## config.mk

```make
export PLATFORM = sky130hd
export DESIGN_NAME = dmem_pipelined_access_unit_flat
export DESIGN_NICKNAME = d
export VERILOG_FILES = /design/src/rtl/dmem_pipelined_access_unit_if.sv /design/src/rtl/dmem_pipelined_access_unit.sv /design/src/flat_wrapper.sv
export SDC_FILE = /design/constraint.sdc
export NUM_CORES = 1
export LEC_CHECK = 0
export CAP_MARGIN = 30
export CORE_AREA = 2 2 142 144
export DETAILED_ROUTE_END_ITERATION = 7
export DIE_AREA = 0 0 144 146
export DONT_BUFFER_PORTS = 1
export SLEW_MARGIN = 20
export SYNTH_ARGS = -nofsm -noshare
export SYNTH_HDL_FRONTEND = slang
export SYNTH_SLANG_ARGS = --single-unit
```

## constraint.sdc

```tcl
create_clock -name clk_i -period 5.5 [get_ports clk_i]
set_clock_uncertainty 0.2 [all_clocks]
set_input_delay 0.55 -clock clk_i [delete_from_list [all_inputs] [get_ports clk_i]]
set_output_delay 0.55 -clock clk_i [all_outputs]
set_load 0.01 [all_outputs]
```

## src/rtl/dmem_pipelined_access_unit_if.sv

```systemverilog
// Shared tag/CDB types and the dmem request/response bus between the access unit and data memory.
package dmem_pipelined_access_unit_pkg;
  localparam int unsigned TAG_W = 4;
  typedef logic [TAG_W-1:0] rs_tag_t;
  // Tag value 0 marks an idle CDB slot.
  localparam rs_tag_t NO_VAL = '0;
  typedef struct packed {
    rs_tag_t     tag;
    logic [31:0] val;
  } cdb_t;
endpackage

interface dmem_pipelined_access_unit_if #(
  parameter int unsigned DATA_W = 32,
  parameter int unsigned ADDR_W = 32
);
  localparam int unsigned BE_W = DATA_W / 8;

  logic              req;
  logic              we;
  logic [BE_W-1:0]   be;
  logic [ADDR_W-1:0] addr;
  logic [DATA_W-1:0] wdata;
  logic              gnt;
  logic              rvalid;
  logic [DATA_W-1:0] rdata;

  // Access unit side
  modport master (output req, we, be, addr, wdata, input gnt, rvalid, rdata);
  // Memory side
  modport slave  (input req, we, be, addr, wdata, output gnt, rvalid, rdata);
endinterface

```

## src/rtl/dmem_pipelined_access_unit.sv

```systemverilog
// Pipelined LSU-to-dmem access unit: up to MAX_OUT in-order requests in flight,
// byte/half/word(/dword) lanes, load extension, squash and flush handling.
module dmem_pipelined_access_unit
  import dmem_pipelined_access_unit_pkg::*;
#(
  parameter int unsigned DATA_W  = 32,
  parameter int unsigned ADDR_W  = 32,
  parameter int unsigned MAX_OUT = 4
) (
  input  logic                clk_i,
  input  logic                reset_i,
  input  logic                lsu_empty_i,
  input  logic                lsu_instr_ready_i,
  input  logic                lsu_load_i,
  input  logic [1:0]          lsu_size_i,
  input  logic                lsu_signed_i,
  input  logic [ADDR_W-1:0]   lsu_eff_addr_i,
  input  logic [DATA_W-1:0]   lsu_st_data_i,
  input  rs_tag_t             lsu_ld_tag_i,
  input  logic                lsu_specultative_i,
  input  logic                lsu_corr_pred_i,
  input  logic                flush_i,
  output logic                lsu_read_o,
  output cdb_t                cdb_load_o,
  output logic                misalign_o,
  dmem_pipelined_access_unit_if.master dmem
);
  localparam int unsigned BE_W  = DATA_W / 8;
  localparam int unsigned OFF_W = $clog2(BE_W);
  localparam int unsigned CNT_W = $clog2(MAX_OUT + 1);
  localparam int unsigned PTR_W = (MAX_OUT > 1) ? $clog2(MAX_OUT) : 1;

  typedef enum logic {S_IDLE, S_REQ} state_e;

  // Book-keeping for one granted request awaiting its response.
  typedef struct packed {
    logic             is_load;
    rs_tag_t          tag;
    logic [1:0]       size;
    logic             sgn;
    logic [OFF_W-1:0] off;
    logic             kill;
  } pend_t;

  state_e            r_state, w_state_nxt;
  logic [CNT_W-1:0]  r_cnt;
  pend_t             r_fifo [MAX_OUT];
  logic [PTR_W-1:0]  r_wptr, r_rptr;
  logic [CNT_W-1:0]  r_fcnt;

  logic              r_we;
  logic [BE_W-1:0]   r_be;
  logic [ADDR_W-1:0] r_addr;
  logic [DATA_W-1:0] r_wdata;
  logic              r_req_load;
  rs_tag_t           r_req_tag;
  logic [1:0]        r_req_size;
  logic              r_req_sgn;
  logic [OFF_W-1:0]  r_req_off;
  logic              r_req_kill;

  cdb_t              r_cdb;
  logic              r_misalign;

  logic              w_squash, w_misalign, w_credit_ok, w_pop, w_issue, w_push, w_rsp;
  logic [OFF_W-1:0]  w_off;
  logic [BE_W-1:0]   w_be_mask;
  pend_t             w_head;
  logic [DATA_W-1:0] w_lane;
  logic [31:0]       w_ld_val;
  logic              w_rsp_kill;

  function automatic logic [PTR_W-1:0] ptr_inc(input logic [PTR_W-1:0] p);
    return (p == PTR_W'(MAX_OUT - 1)) ? '0 : p + PTR_W'(1);
  endfunction

  assign w_off       = lsu_eff_addr_i[OFF_W-1:0];
  assign w_squash    = lsu_specultative_i & ~lsu_corr_pred_i;
  assign w_credit_ok = (r_cnt < CNT_W'(MAX_OUT));
  // Head may leave the LSU when idle, or when the held request is being granted this cycle.
  assign w_pop       = ~lsu_empty_i & lsu_instr_ready_i & w_credit_ok & ~flush_i &
                       ((r_state == S_IDLE) | ((r_state == S_REQ) & dmem.gnt));
  assign w_issue     = w_pop & ~w_squash & ~w_misalign;
  assign w_push      = (r_state == S_REQ) & dmem.gnt;
  // A response with nothing pending is a protocol error and is ignored.
  assign w_rsp       = dmem.rvalid & (r_fcnt != '0);

  // Alignment check and lane byte-enable mask for the head access size.
  always_comb begin
    w_misalign = 1'b0;
    w_be_mask  = BE_W'(1);
    case (lsu_size_i)
      2'd0: begin
        w_misalign = 1'b0;
        w_be_mask  = BE_W'(1);
      end
      2'd1: begin
        w_misalign = lsu_eff_addr_i[0];
        w_be_mask  = BE_W'(2'b11);
      end
      2'd2: begin
        w_misalign = |lsu_eff_addr_i[1:0];
        w_be_mask  = BE_W'(4'hF);
      end
      default: begin
        // Dword only exists on a 64-bit bus; otherwise it is dropped as misaligned.
        w_misalign = (DATA_W != 64) | (|lsu_eff_addr_i[2:0]);
        w_be_mask  = BE_W'(8'hFF);
      end
    endcase
  end

  // Request FSM state register.
  always_ff @(posedge clk_i or posedge reset_i) begin
    if (reset_i) r_state <= S_IDLE;
    else         r_state <= w_state_nxt;
  end

  // Request FSM next state: hold in REQ until granted, chain back-to-back issues.
  always_comb begin
    w_state_nxt = r_state;
    case (r_state)
      S_IDLE:  if (w_issue) w_state_nxt = S_REQ;
      S_REQ:   if (dmem.gnt & ~w_issue) w_state_nxt = S_IDLE;
      default: w_state_nxt = S_IDLE;
    endcase
  end

  // Capture the popped access into the request registers; flush marks the held load killed.
  always_ff @(posedge clk_i or posedge reset_i) begin
    if (reset_i) begin
      r_we       <= 1'b0;
      r_be       <= '0;
      r_addr     <= '0;
      r_wdata    <= '0;
      r_req_load <= 1'b0;
      r_req_tag  <= NO_VAL;
      r_req_size <= '0;
      r_req_sgn  <= 1'b0;
      r_req_off  <= '0;
      r_req_kill <= 1'b0;
    end else if (w_issue) begin
      r_we       <= ~lsu_load_i;
      r_be       <= w_be_mask << w_off;
      r_addr     <= {lsu_eff_addr_i[ADDR_W-1:OFF_W], OFF_W'(0)};
      r_wdata    <= lsu_st_data_i << {w_off, 3'b000};
      r_req_load <= lsu_load_i;
      r_req_tag  <= lsu_ld_tag_i;
      r_req_size <= lsu_size_i;
      r_req_sgn  <= lsu_signed_i;
      r_req_off  <= w_off;
      r_req_kill <= 1'b0;
    end else if (flush_i) begin
      r_req_kill <= 1'b1;
    end
  end

  // Credit counter: requests held or granted but not yet responded.
  always_ff @(posedge clk_i or posedge reset_i) begin
    if (reset_i) begin
      r_cnt <= '0;
    end else begin
      case ({w_issue, w_rsp})
        2'b10:   r_cnt <= r_cnt + CNT_W'(1);
        2'b01:   r_cnt <= r_cnt - CNT_W'(1);
        default: r_cnt <= r_cnt;
      endcase
    end
  end

  // Pending FIFO of granted requests, in response order.
  always_ff @(posedge clk_i or posedge reset_i) begin
    if (reset_i) begin
      r_wptr <= '0;
      r_rptr <= '0;
      r_fcnt <= '0;
      for (int i = 0; i < int'(MAX_OUT); i++) r_fifo[i] <= '0;
    end else begin
      if (flush_i) begin
        for (int i = 0; i < int'(MAX_OUT); i++) r_fifo[i].kill <= 1'b1;
      end
      if (w_push) begin
        r_fifo[r_wptr] <= '{is_load: r_req_load, tag: r_req_tag, size: r_req_size,
                            sgn: r_req_sgn, off: r_req_off, kill: r_req_kill | flush_i};
        r_wptr <= ptr_inc(r_wptr);
      end
      if (w_rsp) r_rptr <= ptr_inc(r_rptr);
      case ({w_push, w_rsp})
        2'b10:   r_fcnt <= r_fcnt + CNT_W'(1);
        2'b01:   r_fcnt <= r_fcnt - CNT_W'(1);
        default: r_fcnt <= r_fcnt;
      endcase
    end
  end

  assign w_head     = r_fifo[r_rptr];
  assign w_lane     = dmem.rdata >> {w_head.off, 3'b000};
  assign w_rsp_kill = w_head.kill | flush_i;

  // Extract the addressed lane and sign/zero-extend it to 32 bits.
  always_comb begin
    w_ld_val = w_lane[31:0];
    case (w_head.size)
      2'd0:    w_ld_val = {{24{w_head.sgn & w_lane[7]}}, w_lane[7:0]};
      2'd1:    w_ld_val = {{16{w_head.sgn & w_lane[15]}}, w_lane[15:0]};
      default: w_ld_val = w_lane[31:0];
    endcase
  end

  // CDB broadcast one cycle after a live load response; idle otherwise.
  always_ff @(posedge clk_i or posedge reset_i) begin
    if (reset_i) begin
      r_cdb.tag <= NO_VAL;
      r_cdb.val <= '0;
    end else if (w_rsp & w_head.is_load & ~w_rsp_kill) begin
      r_cdb.tag <= w_head.tag;
      r_cdb.val <= w_ld_val;
    end else begin
      r_cdb.tag <= NO_VAL;
      r_cdb.val <= '0;
    end
  end

  // One-cycle pulse for a popped, non-squashed misaligned access.
  always_ff @(posedge clk_i or posedge reset_i) begin
    if (reset_i) r_misalign <= 1'b0;
    else         r_misalign <= w_pop & ~w_squash & w_misalign;
  end

  assign lsu_read_o  = w_pop;
  assign cdb_load_o  = r_cdb;
  assign misalign_o  = r_misalign;
  assign dmem.req    = (r_state == S_REQ);
  assign dmem.we     = r_we;
  assign dmem.be     = r_be;
  assign dmem.addr   = r_addr;
  assign dmem.wdata  = r_wdata;

endmodule
```

## src/flat_wrapper.sv

```systemverilog
// flat-port wrapper written by rule: the top's interface ports become plain ports
module dmem_pipelined_access_unit_flat import dmem_pipelined_access_unit_pkg::*;
#(
  parameter int unsigned DATA_W  = 32,
  parameter int unsigned ADDR_W  = 32,
  parameter int unsigned MAX_OUT = 4
)
  (clk_i, reset_i, lsu_empty_i, lsu_instr_ready_i, lsu_load_i, lsu_size_i, lsu_signed_i, lsu_eff_addr_i, lsu_st_data_i, lsu_ld_tag_i, lsu_specultative_i, lsu_corr_pred_i, flush_i, lsu_read_o, cdb_load_o, misalign_o, dmem_req, dmem_we, dmem_be, dmem_addr, dmem_wdata, dmem_gnt, dmem_rvalid, dmem_rdata);
  dmem_pipelined_access_unit_if #(.DATA_W(DATA_W), .ADDR_W(ADDR_W)) dmem_i ();
  input  logic clk_i;
  input  logic reset_i;
  input  logic lsu_empty_i;
  input  logic lsu_instr_ready_i;
  input  logic lsu_load_i;
  input  logic [1:0] lsu_size_i;
  input  logic lsu_signed_i;
  input  logic [ADDR_W-1:0] lsu_eff_addr_i;
  input  logic [DATA_W-1:0] lsu_st_data_i;
  input  rs_tag_t lsu_ld_tag_i;
  input  logic lsu_specultative_i;
  input  logic lsu_corr_pred_i;
  input  logic flush_i;
  output logic lsu_read_o;
  output cdb_t cdb_load_o;
  output logic misalign_o;
  output wire logic [$bits(dmem_i.req)-1:0] dmem_req;
  output wire logic [$bits(dmem_i.we)-1:0] dmem_we;
  output wire logic [$bits(dmem_i.be)-1:0] dmem_be;
  output wire logic [$bits(dmem_i.addr)-1:0] dmem_addr;
  output wire logic [$bits(dmem_i.wdata)-1:0] dmem_wdata;
  input wire logic [$bits(dmem_i.gnt)-1:0] dmem_gnt;
  input wire logic [$bits(dmem_i.rvalid)-1:0] dmem_rvalid;
  input wire logic [$bits(dmem_i.rdata)-1:0] dmem_rdata;
  assign dmem_req = dmem_i.req;
  assign dmem_we = dmem_i.we;
  assign dmem_be = dmem_i.be;
  assign dmem_addr = dmem_i.addr;
  assign dmem_wdata = dmem_i.wdata;
  assign dmem_i.gnt = dmem_gnt;
  assign dmem_i.rvalid = dmem_rvalid;
  assign dmem_i.rdata = dmem_rdata;
  dmem_pipelined_access_unit #(.DATA_W(DATA_W), .ADDR_W(ADDR_W), .MAX_OUT(MAX_OUT)) u_core (.clk_i(clk_i), .reset_i(reset_i), .lsu_empty_i(lsu_empty_i), .lsu_instr_ready_i(lsu_instr_ready_i), .lsu_load_i(lsu_load_i), .lsu_size_i(lsu_size_i), .lsu_signed_i(lsu_signed_i), .lsu_eff_addr_i(lsu_eff_addr_i), .lsu_st_data_i(lsu_st_data_i), .lsu_ld_tag_i(lsu_ld_tag_i), .lsu_specultative_i(lsu_specultative_i), .lsu_corr_pred_i(lsu_corr_pred_i), .flush_i(flush_i), .lsu_read_o(lsu_read_o), .cdb_load_o(cdb_load_o), .misalign_o(misalign_o), .dmem(dmem_i));
endmodule
```

==> impl_results.html, run 1 <==
<table>
<tr><th>Metric</th><th>Value</th></tr>
<tr><th colspan="2">Cells and area</th></tr>
<tr><td>Fill count</td><td>~1800</td></tr>
<tr><td>Antenna cell count</td><td>0</td></tr>
<tr><td>NumNets Final</td><td>818</td></tr>
<tr><td>Proportion of layout cells with a drive suffix above 1</td><td>a little over an eighth</td></tr>
<tr><td>Relative area change from synthesis to final layout</td><td>11.0%</td></tr>
<tr><td>Core utilization of the finished layout</td><td>about 44%</td></tr>
<tr><th colspan="2">Placement</th></tr>
<tr><td>Number of port buffers</td><td>0</td></tr>
<tr><td>Detailed placer's ending HPWL</td><td>between 10 and 15 mm</td></tr>
<tr><td>RePlAce Congestion</td><td>0.861</td></tr>
<tr><th colspan="2">Setup path</th></tr>
<tr><td>Highest fanout seen on the critical path</td><td>38</td></tr>
<tr><td>Crit-path max cell delay</td><td>970 ps</td></tr>
<tr><td>Cell at the slowest stage of the critical path</td><td>mux4_2</td></tr>
<tr><td>Critical path start-end classification</td><td>flip-flop to flip-flop</td></tr>
<tr><td>Startpoint kind of the worst setup timing path</td><td>flip-flop</td></tr>
<tr><td>Crit-path leading delay family</td><td>multiplexers</td></tr>
<tr><td>Required time worst endpoint</td><td>5580 ps</td></tr>
<tr><td>Ordered cell list for the critical path</td><td>mux4_2, mux2i_1, o21ai_0, o21bai_1, nor2_1</td></tr>
<tr><td>Buffers plus inverters on the worst setup path</td><td>0</td></tr>
<tr><td>Crit path DAT</td><td>around 3300 ps</td></tr>
<tr><td>Endpoint kind of the worst setup timing path</td><td>flip-flop</td></tr>
<tr><th colspan="2">Power and ir drop</th></tr>
<tr><td>Leakage Power</td><td>about 0.0042 µW</td></tr>
<tr><td>VDD IR-drop max</td><td>approximately 220 µV</td></tr>
<tr><td>P per Cell Area</td><td>between 400 and 500 nW/µm²</td></tr>
<tr><th colspan="2">Synthesis</th></tr>
<tr><td>Post-synthesis cell type count</td><td>44</td></tr>
<tr><td>Synthesized flop and latch total</td><td>170</td></tr>
<tr><td>Mean Syn Cell Area</td><td>~11 µm²</td></tr>
<tr><td>Syn. warnings</td><td>0</td></tr>
<tr><td>Mapped Cells</td><td>about 710</td></tr>
<tr><td>Mapped Area</td><td>roughly 7700 µm²</td></tr>
<tr><td>Register area share after synthesis</td><td>between 50% and 60%</td></tr>
<tr><th colspan="2">Clocking</th></tr>
<tr><td>Htree depth</td><td>4</td></tr>
<tr><td>CTS sink count</td><td>170</td></tr>
<tr><td>Postcts setup bufs</td><td>0</td></tr>
<tr><td>Cell chosen for the clock root</td><td>clkbuf_16</td></tr>
<tr><td>CTS tree</td><td>built</td></tr>
<tr><td>Buffer depth of the longest clock path</td><td>2</td></tr>
<tr><td>CTS buffer count</td><td>17</td></tr>
<tr><td>CTS clock-pin slew for the worst setup and hold paths</td><td>~70 ps</td></tr>
<tr><td>Clk_lat worst skew</td><td>approximately 420 ps</td></tr>
<tr><th colspan="2">Timing</th></tr>
<tr><td>Hold Vio Cnt, Final</td><td>0</td></tr>
<tr><td>Final critical path time including I/O delays and setup</td><td>between 3000 and 4000 ps</td></tr>
<tr><td>Setup_tns</td><td>0 ps</td></tr>
<tr><td>F_max</td><td>~320 MHz</td></tr>
<tr><td>Final Max Tran Viols</td><td>0</td></tr>
<tr><td>Tightest Pin Transition</td><td>951 ps</td></tr>
<tr><td>Final number of setup-violating endpoints</td><td>0</td></tr>
<tr><td>Setup repair after global routing missed its margin</td><td>no</td></tr>
<tr><td>Relative slew slack</td><td>between 30% and 40%</td></tr>
<tr><td>Period utilisation layout</td><td>roughly 58%</td></tr>
<tr><th colspan="2">GRT</th></tr>
<tr><td>Global-route wire length before repair</td><td>~28 mm</td></tr>
<tr><td>Maximum number of pins on one net before global-route repair</td><td>97</td></tr>
<tr><td>Total global routing overflow</td><td>0</td></tr>
<tr><td>Antenna violations before repair</td><td>0</td></tr>
<tr><td>Number of global-route vias before repair</td><td>roughly 5400</td></tr>
<tr><td>Overall Global Routing Usage</td><td>between 10% and 20%</td></tr>
<tr><th colspan="2">Detailed routing</th></tr>
<tr><td>Detail Route Antenna Nets</td><td>0</td></tr>
<tr><td>Via Count</td><td>around 5100</td></tr>
<tr><td>Via count normalized by instance count</td><td>around 5.2</td></tr>
<tr><td>Drt drc</td><td>0</td></tr>
<tr><td>Drt wl/cell</td><td>18.2 µm</td></tr>
<tr><td>Wire length after detailed routing</td><td>between 15 and 20 mm</td></tr>
<tr><td>First-iteration detailed-routing DRC count</td><td>approximately 250</td></tr>
<tr><td>First-pass DRT Iterations</td><td>4</td></tr>
<tr><th colspan="2">Floorplan</th></tr>
<tr><td>Initial cell density of the core</td><td>between 30 and 40%</td></tr>
<tr><td>Area of the die</td><td>21000 µm²</td></tr>
<tr><td>Die width</td><td>between 100 and 150 µm</td></tr>
<tr><td>Y dimension of the die</td><td>between 100 and 150 µm</td></tr>
<tr><td>Rows</td><td>a little over 50</td></tr>
<tr><td>Count of pins on the block boundary</td><td>about 220</td></tr>
<tr><td>CORE AREA</td><td>between 15000 and 20000 µm²</td></tr>
<tr><th colspan="2">Min path</th></tr>
<tr><td>Worst min path class</td><td>primary input to flip-flop</td></tr>
<tr><th colspan="2">Job</th></tr>
<tr><td>Number of violations of the max-capacitance limit</td><td>0</td></tr>
<tr><th colspan="2">Run status</th></tr>
<tr><td>Run status</td><td>complete, no violations</td></tr>
</table>
per-layer routing:
metal / GRT usage, % / wire length (µm)
met1: 20.1 / 6950
met2: 28.6 / 8650
met3: 7.14 / 1890
met4: 6.13 / 268
met5: 0 / 0
per-stage QoR:
stage | total power, µW | instances | instance area, µm² | hold slack, ps | setup WS [ps]
after floorplan | 2620 | 715 | 7670 | 237 | 147
after global placement | 2770 | 939 | 7840 | 253 | 2240
final | 4040 | 974 | 8510 | 28.8 | 2330
after global routing | 4310 | 974 | 8510 | 1.35 | 2110
after CTS | 4090 | 974 | 8510 | 1.25 | 2070
after detailed placement | 2830 | 940 | 7870 | 260 | 2100
cells in the final DEF (no fill, tap or decap), types with 17 or more instances in the layout:
| cell | count |
|---|---|
| o21ai_0 | 20 |
| nand2_1 | 185 |
| nor2_1 | 37 |
| a211oi_1 | 32 |
| clkbuf_16 | 17 |
| mux2_2 | 43 |
| a21oi_1 | 17 |
| mux2i_1 | 35 |
| nor2b_1 | 24 |
| dfrtp_1 | 170 |
cell families after synthesis:
group / synth area share (%)
AND/OR/NAND/NOR: 15.5
flip-flops: 55.5
AO/OA/AOI/OAI: 9.06
multiplexers: 14.2
buffers and inverters: 3.20
adder cells (fa/ha/maj): 1.66
XOR/XNOR: 0.800
other: 0.0489
cell usage after synthesis:
cell type | number | area (µm²)
a21oi_1 | 17 | 85.1
a211oi_1 | 32 | 240
mux2_2 | 43 | 484
o31ai_1 | 10 | 75.1
o21a_1 | 1 | 7.51
nor4_2 | 1 | 12.5
a211o_1 | 4 | 35.0
a31oi_1 | 2 | 12.5
nor3b_1 | 2 | 15.0
buf_4 | 2 | 15.0
nor2b_1 | 24 | 150
and3_1 | 5 | 31.3
buf_1 | 11 | 41.3
nand2_1 | 185 | 694
nor3b_2 | 1 | 12.5
nor2_1 | 37 | 139
buf_2 | 10 | 50.1
nor4b_2 | 1 | 15.0
a21o_2 | 1 | 8.76
clkbuf_1 | 20 | 75.1
nand3_1 | 13 | 65.1
ha_1 | 7 | 87.6
o21bai_1 | 1 | 7.51
dfrtp_1 | 170 | 4250
o22ai_1 | 1 | 6.26
mux4_1 | 8 | 210
fa_1 | 2 | 40.0
nor3_1 | 4 | 20.0
a21o_1 | 9 | 67.6
mux2i_1 | 35 | 350
conb_1 | 1 | 3.75
a21oi_2 | 1 | 8.76
xor2_1 | 5 | 43.8
o21ai_1 | 2 | 10.0
a211oi_4 | 1 | 20.0
buf_6 | 1 | 11.3
inv_2 | 1 | 3.75
xnor2_1 | 2 | 17.5
inv_1 | 13 | 48.8
and3b_2 | 1 | 10.0
mux4_2 | 2 | 45.0
nand2b_1 | 4 | 25.0
a211o_2 | 1 | 10.0
o21ai_0 | 20 | 100
power breakdown:
| group | switching (µW) | leakage [µW] | internal, µW |
|---|---|---|---|
| combinational | 416 | 0.00167 | 374 |
| clock | 533 | 0.000296 | 704 |
| sequential | 410 | 0.00224 | 1600 |
| total | 1360 | 0.00421 | 2680 |
worst paths after layout:
check / slack (ps) / cells after the start / from / end
min reg2reg: 270 / 1 / u_core.r_cnt[0]$_DFFE_PP0P_ / u_core.r_cnt[0]$_DFFE_PP0P_
min: 30 / 2 / lsu_eff_addr_i[31] / u_core.dmem.addr[31]$_DFFE_PP0P_
max in group asynchronous: 3170 / 4 / reset_i / u_core.r_fifo[1]$_DFFE_PP0P_
min in group asynchronous: 530 / 2 / reset_i / u_core.cdb_load_o[25]$_DFF_PP0_
max: 2330 / 5 / u_core.r_rptr[0]$_DFFE_PP0P_ / u_core.cdb_load_o[12]$_DFF_PP0_
max reg2reg: 2330 / 5 / u_core.r_rptr[0]$_DFFE_PP0P_ / u_core.cdb_load_o[12]$_DFF_PP0_
flip-flops by register name, indices dropped and copies added, names as in the netlist, 3 cells and up:
signal,count
u_core.cdb_load_o,36
u_core.dmem.be,4
u_core.r_fifo,44
u_core.r_fcnt,3
u_core.r_cnt,3
u_core.r_req_tag,4
u_core.dmem.wdata,32
u_core.dmem.addr,30
layout make-up:
class	instances	area [µm²]	share of cell area [%]
Clock buffer	18	439	5.16
Clock inverter	14	186	2.19
Inverter	14	57.6	0.677
Multi-Input combinational cell	487	3170	37.2
Sequential cell	170	4250	50.0
Tap cell	265	332	3.90
Timing Repair Buffer	6	70.1	0.824
timing repair:
action / in CTS / in global routing
hold buffers: 2 / 0
setup endpoints to repair: 0 / 0
resized for setup: 0 / 0
hold endpoints to repair: 72 / 0
No activity file was read; power rests on OpenSTA's default activity.
==> run 2: changes to the inputs <==
- ABC_AREA: unset -> 1
- CORE_AREA: 2 2 142 144 -> 2 2 144 146
- DIE_AREA: 0 0 144 146 -> 0 0 146 148
- clock period: 5.5 -> 3.2 ns (I/O delays scaled with it)
==> run 2 against run 1 <==
Net effect:
- area after synthesis increased by 3.0%
- clock power grew 59%
- synthesized cell count up 32%
- via count increased by 27%
- final cell count up 34%
- cell area up 13%
- wire length grew 16%
- critical path depth increased by 4
- register-to-register slack worse by 2000 ps
- total power is 91% higher
- critical path type unchanged
- critical endpoint is now u_core.cdb_load_o[2]$_DFF_PP0_
- largest cell class unchanged
==> impl_results.html, run 2 <==
<table>
<tr><th>Metric</th><th>Value</th></tr>
<tr><th colspan="2">Floorplan</th></tr>
<tr><td>Rows</td><td>52</td></tr>
<tr><td>Count of pins on the block boundary</td><td>~220</td></tr>
<tr><td>Area of the die</td><td>21600 µm²</td></tr>
<tr><td>Die width</td><td>roughly 150 µm</td></tr>
<tr><td>Initial cell density of the core</td><td>about two fifths</td></tr>
<tr><td>CORE AREA</td><td>about 20000 µm²</td></tr>
<tr><td>Y dimension of the die</td><td>between 100 and 150 µm</td></tr>
<tr><th colspan="2">Setup path</th></tr>
<tr><td>Endpoint kind of the worst setup timing path</td><td>flip-flop</td></tr>
<tr><td>Required time worst endpoint</td><td>roughly 3400 ps</td></tr>
<tr><td>Highest fanout seen on the critical path</td><td>34</td></tr>
<tr><td>Startpoint kind of the worst setup timing path</td><td>flip-flop</td></tr>
<tr><td>Crit path DAT</td><td>between 3000 and 4000 ps</td></tr>
<tr><td>Critical path start-end classification</td><td>flip-flop to flip-flop</td></tr>
<tr><th colspan="2">Min path</th></tr>
<tr><td>Worst min path class</td><td>primary input to flip-flop</td></tr>
<tr><th colspan="2">Synthesis</th></tr>
<tr><td>Register area share after synthesis</td><td>about 54%</td></tr>
<tr><td>Synthesized flop and latch total</td><td>170</td></tr>
<tr><td>Most area-hungry cell type in the Yosys netlist</td><td>dfrtp_1</td></tr>
<tr><td>Mapped Cells</td><td>~940</td></tr>
<tr><td>Primary FF master, synth</td><td>dfrtp_1</td></tr>
<tr><td>Syn. warnings</td><td>0</td></tr>
<tr><td>Commonest cells in the netlist</td><td>nand2_1, dfrtp_1, o21ai_0</td></tr>
<tr><td>Most numerous cell in the Yosys netlist</td><td>nand2_1</td></tr>
<tr><td>Top area cells in the synthesized netlist</td><td>dfrtp_1, nand2_1, o21ai_0, nand3_1, inv_1</td></tr>
<tr><td>Share of flip-flops with an asynchronous set or reset after synthesis</td><td>100%</td></tr>
<tr><td>Post-synthesis cell type count</td><td>35</td></tr>
<tr><td>Yosys top cell area share</td><td>between 50% and 60%</td></tr>
<tr><td>Mapped Area</td><td>roughly 7900 µm²</td></tr>
<tr><td>Number of flops mapped to enable cells by yosys</td><td>0</td></tr>
<tr><td>Mean Syn Cell Area</td><td>between 8 and 9 µm²</td></tr>
<tr><th colspan="2">Timing</th></tr>
<tr><td>F_max</td><td>around 340 MHz</td></tr>
<tr><td>Period utilisation layout</td><td>between 90% and 100%</td></tr>
<tr><td>Setup_tns</td><td>0 ps</td></tr>
<tr><td>Relative slew slack</td><td>a little over two fifths</td></tr>
<tr><td>Final critical path time including I/O delays and setup</td><td>between 2000 and 3000 ps</td></tr>
<tr><td>Tightest Pin Transition</td><td>approximately 850 ps</td></tr>
<tr><td>Hold Vio Cnt, Final</td><td>0</td></tr>
<tr><td>Final Max Tran Viols</td><td>0</td></tr>
<tr><td>Final number of setup-violating endpoints</td><td>0</td></tr>
<tr><td>Setup repair after global routing missed its margin</td><td>no</td></tr>
<tr><th colspan="2">Detailed routing</th></tr>
<tr><td>Drt drc</td><td>0</td></tr>
<tr><td>Drt wl/cell</td><td>between 15 and 20 µm</td></tr>
<tr><td>First-iteration detailed-routing DRC count</td><td>about 350</td></tr>
<tr><td>Via Count</td><td>roughly 6500</td></tr>
<tr><td>Wire length after detailed routing</td><td>20.6 mm</td></tr>
<tr><td>Highest layer used for signal routing</td><td>met4</td></tr>
<tr><td>Via count normalized by instance count</td><td>roughly 5.0</td></tr>
<tr><td>Detailed-route wire length on metal 1</td><td>a little under 9 mm</td></tr>
<tr><td>Met3 Routed Length</td><td>1.86 mm</td></tr>
<tr><td>Detail Route Antenna Nets</td><td>0</td></tr>
<tr><td>First-pass DRT Iterations</td><td>5</td></tr>
<tr><td>Met2 Routed Length</td><td>9.73 mm</td></tr>
<tr><th colspan="2">Placement</th></tr>
<tr><td>Detailed placer's ending HPWL</td><td>~14 mm</td></tr>
<tr><td>RePlAce Congestion</td><td>approximately 0.88</td></tr>
<tr><td>Number of port buffers</td><td>0</td></tr>
<tr><th colspan="2">Clocking</th></tr>
<tr><td>Clk_lat worst skew</td><td>about 420 ps</td></tr>
<tr><td>Cells resized by post-CTS repair</td><td>0</td></tr>
<tr><td>CTS sink count</td><td>170</td></tr>
<tr><td>Buffer depth of the longest clock path</td><td>2</td></tr>
<tr><td>CTS buffer count</td><td>17</td></tr>
<tr><td>CTS clock-pin slew for the worst setup and hold paths</td><td>70 ps</td></tr>
<tr><td>CTS tree</td><td>built</td></tr>
<tr><td>Htree depth</td><td>4</td></tr>
<tr><td>Cell chosen for the clock root</td><td>clkbuf_16</td></tr>
<tr><th colspan="2">Cells and area</th></tr>
<tr><td>Proportion of layout cells with a drive suffix above 1</td><td>9.12%</td></tr>
<tr><td>Max FFs per register</td><td>44</td></tr>
<tr><td>Most flop-heavy register</td><td>u_core.r_fifo</td></tr>
<tr><td>Most common cell after layout, fill and taps aside</td><td>nand2_1</td></tr>
<tr><td>Antenna cell count</td><td>0</td></tr>
<tr><td>NumNets Final</td><td>1140</td></tr>
<tr><td>Core utilization of the finished layout</td><td>a little under half</td></tr>
<tr><td>Top library cells by usage in the layout, fill and taps aside</td><td>nand2_1, dfrtp_1, o21ai_0</td></tr>
<tr><td>Relative area change from synthesis to final layout</td><td>21.6%</td></tr>
<tr><th colspan="2">Power and ir drop</th></tr>
<tr><td>P per Cell Area</td><td>roughly 800 nW/µm²</td></tr>
<tr><td>VDD IR-drop max</td><td>roughly 460 µV</td></tr>
<tr><td>Leakage Power</td><td>0.00475 µW</td></tr>
<tr><td>Final Total Pwr</td><td>a little under 8000 µW</td></tr>
<tr><th colspan="2">Job</th></tr>
<tr><td>Number of violations of the max-capacitance limit</td><td>0</td></tr>
<tr><th colspan="2">GRT</th></tr>
<tr><td>Total global routing overflow</td><td>0</td></tr>
<tr><td>Antenna violations before repair</td><td>0</td></tr>
<tr><td>Number of global-route vias before repair</td><td>roughly 6600</td></tr>
<tr><td>Maximum number of pins on one net before global-route repair</td><td>just over 90</td></tr>
<tr><td>Global-route wire length before repair</td><td>roughly 34 mm</td></tr>
<tr><td>Overall Global Routing Usage</td><td>between 10% and 20%</td></tr>
<tr><th colspan="2">Run status</th></tr>
<tr><td>Run status</td><td>complete, no violations</td></tr>
</table>
## run 2: critical path, stage by stage (launching register included)
cell,delay (ps)
dfrtp_1,580
inv_2,290
nand3_1,150
nand2_2,180
buf_4,370
nand2_1,110
o21ai_2,80
o21ai_0,110
a21oi_1,180
dlygate4sd3_1,580
## run 2: kinds of logic (layout without fill, tap and decap cells)
kind of cell               after synthesis  count (layout)  share of synthesized area, %
buffers and inverters                  130             218                          7.40
DFF                                    170             170                          53.9
adders and majority gates                9               9                          1.62
other                                    1               2                        0.0475
xor gates and xnor gates                 4               4                         0.444
and+or+nand+nor                        439             439                          23.6
AOI/OAI and AO/OA                      189             189                          13.0
## run 2: area by class of cell
| cell class | instances | area [µm²] |
|---|---|---|
| multi-input cells | 643 | 3070 |
| inverters | 76 | 289 |
| clock inverters | 13 | 119 |
| well taps | 270 | 338 |
| clock buffers | 19 | 443 |
| repair buffers | 110 | 1100 |
| flip-flops and latches | 170 | 4250 |
| fillers | 1945 | 10400 |
## run 2: path summary, 6_finish.rpt
check / end / slack, ps / from / cells after the start
setup / recovery: u_core.cdb_load_o[2]$_DFF_PP0_ / 290 / u_core.r_rptr[1]$_DFFE_PP0P_ / 9
hold / removal: u_core.cdb_load_o[13]$_DFF_PP0_ / 20 / dmem_rdata[13] / 4
setup reg to reg: u_core.cdb_load_o[2]$_DFF_PP0_ / 290 / u_core.r_rptr[1]$_DFFE_PP0P_ / 9
hold reg to reg: u_core.r_cnt[0]$_DFFE_PP0P_ / 270 / u_core.r_cnt[0]$_DFFE_PP0P_ / 1
max in group asynchronous: u_core.dmem.addr[21]$_DFFE_PP0P_ / 1940 / reset_i / 3
min in group asynchronous: u_core.r_fifo[24]$_DFFE_PP0P_ / 180 / reset_i / 2
## run 2: timing repair
item	4_1_cts	5_1_grt
endpoints found under the setup margin	0	0
hold buffers	99	0
setup buffers	0	0
endpoints found under the hold margin	270	0
## run 2: power by group
| group | internal, µW | leakage [µW] | switching [µW] |
|---|---|---|---|
| sequential | 2810 | 0.00223 | 660 |
| clock | 1100 | 0.000267 | 868 |
| combinational | 814 | 0.00225 | 1460 |
| total | 4730 | 0.00475 | 2990 |
## run 2: routing by layer
metal  track usage [%]  vias to the layer above
li1                  -                     3159
met1              24.1                     2993
met2              32.4                      260
met3              6.39                       39
met4              6.84                        0
met5                 0                        -
## run 2: through the flow
step                instances  area (µm²)  hold slack (ps)  setup slack [ps]
detailed placement       1170        8060             13.6               713
global placement         1170        8060             15.3               736
floorplan                 943        7910              230               511
CTS                      1301        9610            0.947               323
global route             1301        9610             15.2               110
finish                   1301        9610             21.8               295
==> run 3: changes to the inputs <==
- clock period: 3.2 -> 3.49 ns (I/O delays scaled with it)
==> run 3 against run 2 <==
Net effect:
- combinational power is 8% lower
- worst setup slack better by 280 ps
- global-route usage hardly changed
- non-clock buffer count is 19 lower
- wire length is 1.0% lower
- die area stayed put
- flip-flop and latch count stayed put
- critical endpoint is now u_core.cdb_load_o[5]$_DFF_PP0_
- worst hold slack worse by 18 ps
- fmax is 0.51% lower
- largest power group unchanged
==> impl_results.html, run 3 (synthesis gave the netlist of run 2 again) <==
<table>
<tr><th>Metric</th><th>Value</th></tr>
<tr><th colspan="2">Clocking</th></tr>
<tr><td>Postcts setup bufs</td><td>0</td></tr>
<tr><td>Htree depth</td><td>4</td></tr>
<tr><td>CTS sink count</td><td>between 150 and 200</td></tr>
<tr><td>Cells resized by post-CTS repair</td><td>0</td></tr>
<tr><td>CTS tree</td><td>built</td></tr>
<tr><td>CTS clock-pin slew for the worst setup and hold paths</td><td>approximately 70 ps</td></tr>
<tr><td>Cell chosen for the clock root</td><td>clkbuf_16</td></tr>
<tr><td>CTS buffer count</td><td>17</td></tr>
<tr><td>Clk_lat worst skew</td><td>approximately 420 ps</td></tr>
<tr><td>Buffer depth of the longest clock path</td><td>2</td></tr>
<tr><th colspan="2">Timing</th></tr>
<tr><td>Relative slew slack</td><td>~44%</td></tr>
<tr><td>Period utilisation layout</td><td>a little over four fifths</td></tr>
<tr><td>Tightest Pin Transition</td><td>roughly 840 ps</td></tr>
<tr><td>Final number of setup-violating endpoints</td><td>0</td></tr>
<tr><td>Min setup slack post-route</td><td>between 500 and 600 ps</td></tr>
<tr><td>Setup_tns</td><td>0 ps</td></tr>
<tr><td>Final critical path time including I/O delays and setup</td><td>approximately 2900 ps</td></tr>
<tr><td>Final Max Tran Viols</td><td>0</td></tr>
<tr><td>F_max</td><td>about 340 MHz</td></tr>
<tr><td>Setup repair after global routing missed its margin</td><td>no</td></tr>
<tr><td>Hold Vio Cnt, Final</td><td>0</td></tr>
<tr><th colspan="2">Placement</th></tr>
<tr><td>Detailed placer's ending HPWL</td><td>between 10 and 15 mm</td></tr>
<tr><td>Cell Area, Placed</td><td>8060 µm²</td></tr>
<tr><td>RePlAce Congestion</td><td>about 0.91</td></tr>
<tr><td>Number of port buffers</td><td>0</td></tr>
<tr><td>Setup slack after placement</td><td>~900 ps</td></tr>
<tr><th colspan="2">Cells and area</th></tr>
<tr><td>Antenna cell count</td><td>0</td></tr>
<tr><td>Max FFs per register</td><td>44</td></tr>
<tr><td>Most common cell after layout, fill and taps aside</td><td>nand2_1</td></tr>
<tr><td>Most flop-heavy register</td><td>u_core.r_fifo</td></tr>
<tr><td>Proportion of layout cells with a drive suffix above 1</td><td>9.49%</td></tr>
<tr><td>Area of the multi-input gates</td><td>slightly above 3000 µm²</td></tr>
<tr><td>Top library cells by usage in the layout, fill and taps aside</td><td>nand2_1, dfrtp_1, o21ai_0</td></tr>
<tr><td>NumNets Final</td><td>between 1000 and 1500</td></tr>
<tr><td>Final Instance Area</td><td>between 9000 and 10000 µm²</td></tr>
<tr><td>Relative area change from synthesis to final layout</td><td>19.3%</td></tr>
<tr><td>Fill count</td><td>1970</td></tr>
<tr><td>FF/Latch Area</td><td>4250 µm²</td></tr>
<tr><th colspan="2">Setup path</th></tr>
<tr><td>Crit-path max cell delay</td><td>between 500 and 600 ps</td></tr>
<tr><td>Crit-path leading delay family</td><td>buffers and inverters</td></tr>
<tr><td>Startpoint kind of the worst setup timing path</td><td>flip-flop</td></tr>
<tr><td>Cell at the slowest stage of the critical path</td><td>dlygate4sd3_1</td></tr>
<tr><td>Crit path DAT</td><td>a little over 3000 ps</td></tr>
<tr><td>Buffers plus inverters on the worst setup path</td><td>5</td></tr>
<tr><td>Endpoint kind of the worst setup timing path</td><td>flip-flop</td></tr>
<tr><td>Highest fanout seen on the critical path</td><td>24</td></tr>
<tr><td>Critical path start-end classification</td><td>flip-flop to flip-flop</td></tr>
<tr><td>Required time worst endpoint</td><td>between 3000 and 4000 ps</td></tr>
<tr><td>Ordered cell list for the critical path</td><td>inv_2, nand2_1, nand3_1, buf_4, nand2_2, buf_4, inv_2, nand2_1, nand3_1, dlygate4sd3_1, o211a_1</td></tr>
<tr><th colspan="2">Floorplan</th></tr>
<tr><td>Die width</td><td>approximately 150 µm</td></tr>
<tr><td>Initial cell density of the core</td><td>just under 40%</td></tr>
<tr><td>Count of pins on the block boundary</td><td>about 220</td></tr>
<tr><td>Rows</td><td>52</td></tr>
<tr><td>Area of the die</td><td>approximately 22000 µm²</td></tr>
<tr><td>CORE AREA</td><td>about 20000 µm²</td></tr>
<tr><td>Y dimension of the die</td><td>about 150 µm</td></tr>
<tr><th colspan="2">Detailed routing</th></tr>
<tr><td>Drt wl/cell</td><td>15.9 µm</td></tr>
<tr><td>Highest layer used for signal routing</td><td>met4</td></tr>
<tr><td>First-pass DRT Iterations</td><td>5</td></tr>
<tr><td>Met2 Routed Length</td><td>around 9.6 mm</td></tr>
<tr><td>Detail Route Antenna Nets</td><td>0</td></tr>
<tr><td>Drt drc</td><td>0</td></tr>
<tr><td>Via Count</td><td>between 6000 and 7000</td></tr>
<tr><td>First-iteration detailed-routing DRC count</td><td>387</td></tr>
<tr><td>Via count normalized by instance count</td><td>5.01</td></tr>
<tr><td>Met3 Routed Length</td><td>between 1.5 and 2 mm</td></tr>
<tr><td>Wire length after detailed routing</td><td>around 20 mm</td></tr>
<tr><td>Detailed-route wire length on metal 1</td><td>about 8.6 mm</td></tr>
<tr><th colspan="2">Job</th></tr>
<tr><td>Number of violations of the max-capacitance limit</td><td>0</td></tr>
<tr><th colspan="2">GRT</th></tr>
<tr><td>Overall Global Routing Usage</td><td>roughly a fifth</td></tr>
<tr><td>Antenna violations before repair</td><td>0</td></tr>
<tr><td>Global-route wire length before repair</td><td>33.8 mm</td></tr>
<tr><td>Number of global-route vias before repair</td><td>around 6500</td></tr>
<tr><td>Maximum number of pins on one net before global-route repair</td><td>92</td></tr>
<tr><td>Total global routing overflow</td><td>0</td></tr>
<tr><th colspan="2">Power and ir drop</th></tr>
<tr><td>VDD IR-drop max</td><td>388 µV</td></tr>
<tr><td>P per Cell Area</td><td>between 700 and 800 nW/µm²</td></tr>
<tr><td>Leakage Power</td><td>about 0.0047 µW</td></tr>
<tr><th colspan="2">Run status</th></tr>
<tr><td>Run status</td><td>complete, no violations</td></tr>
<tr><th colspan="2">Min path</th></tr>
<tr><td>Worst min path class</td><td>primary input to flip-flop</td></tr>
</table>
## run 3: area by class of cell
cell class,count,share of cell area [%]
Clock inverter,15,1.55
Clock buffer,17,4.51
Multi-Input combinational cell,643,32.5
Sequential cell,170,45.1
Tap cell,270,3.58
Inverter,76,3.07
Timing Repair Buffer,91,9.61
## run 3: worst paths after layout
kind / start / depth (start not counted) / to / slack, ps
worst max-delay path: u_core.r_rptr[0]$_DFFE_PP0P_ / 11 / u_core.cdb_load_o[5]$_DFF_PP0_ / 570
worst min-delay path: flush_i / 2 / u_core.r_fifo[0]$_DFF_PP0_ / 4
worst max register to register: u_core.r_rptr[0]$_DFFE_PP0P_ / 11 / u_core.cdb_load_o[5]$_DFF_PP0_ / 570
worst min register to register: u_core.r_cnt[0]$_DFFE_PP0P_ / 1 / u_core.r_cnt[0]$_DFFE_PP0P_ / 260
max in group asynchronous: reset_i / 3 / u_core.cdb_load_o[27]$_DFF_PP0_ / 2060
min in group asynchronous: reset_i / 2 / u_core.cdb_load_o[0]$_DFF_PP0_ / 270
## run 3: power by group
group | switching (µW) | internal [µW] | total, µW | leakage [µW]
clock network | 875 | 955 | 1830 | 0.000282
registers | 577 | 2580 | 3160 | 0.00223
logic | 1350 | 740 | 2090 | 0.00218
## run 3: worst reg2reg max path: stages, from the launching register on
cell and delay (ps):
dfrtp_1 390, inv_2 300, nand2_1 90, nand3_1 80
buf_4 180, nand2_2 280, buf_4 320, inv_2 210
nand2_1 80, nand3_1 70, dlygate4sd3_1 550, o211a_1 130
## run 3: through the flow
stage / std cells / total power (µW) / hold slack (ps) / util, %
5_1_grt: 1282 / 7640 / 7.00 / 47.0
2_1_floorplan: 943 / 4780 / 237 / -
3_3_place_gp: 1171 / 5120 / 128 / 40.2
4_1_cts: 1282 / 7130 / 0.872 / 47.0
3_5_place_dp: 1171 / 5180 / 126 / 40.2
6_report: 1282 / 7070 / 4.20 / 47.0
## run 3: metal layers
| layer | vias to the layer above | global-route usage (%) |
|---|---|---|
| met1 | 3020 | 24.9 |
| met3 | 29 | 6.45 |
| met5 | - | 0 |
| met4 | 0 | 6.36 |
| li1 | 3119 | - |
| met2 | 256 | 31.5 |
## run 3: timing repair
| action | CTS | global route |
|---|---|---|
| hold buffers | 79 | 0 |
| hold endpoints to repair | 112 | 0 |
| setup endpoints to repair | 0 | 0 |
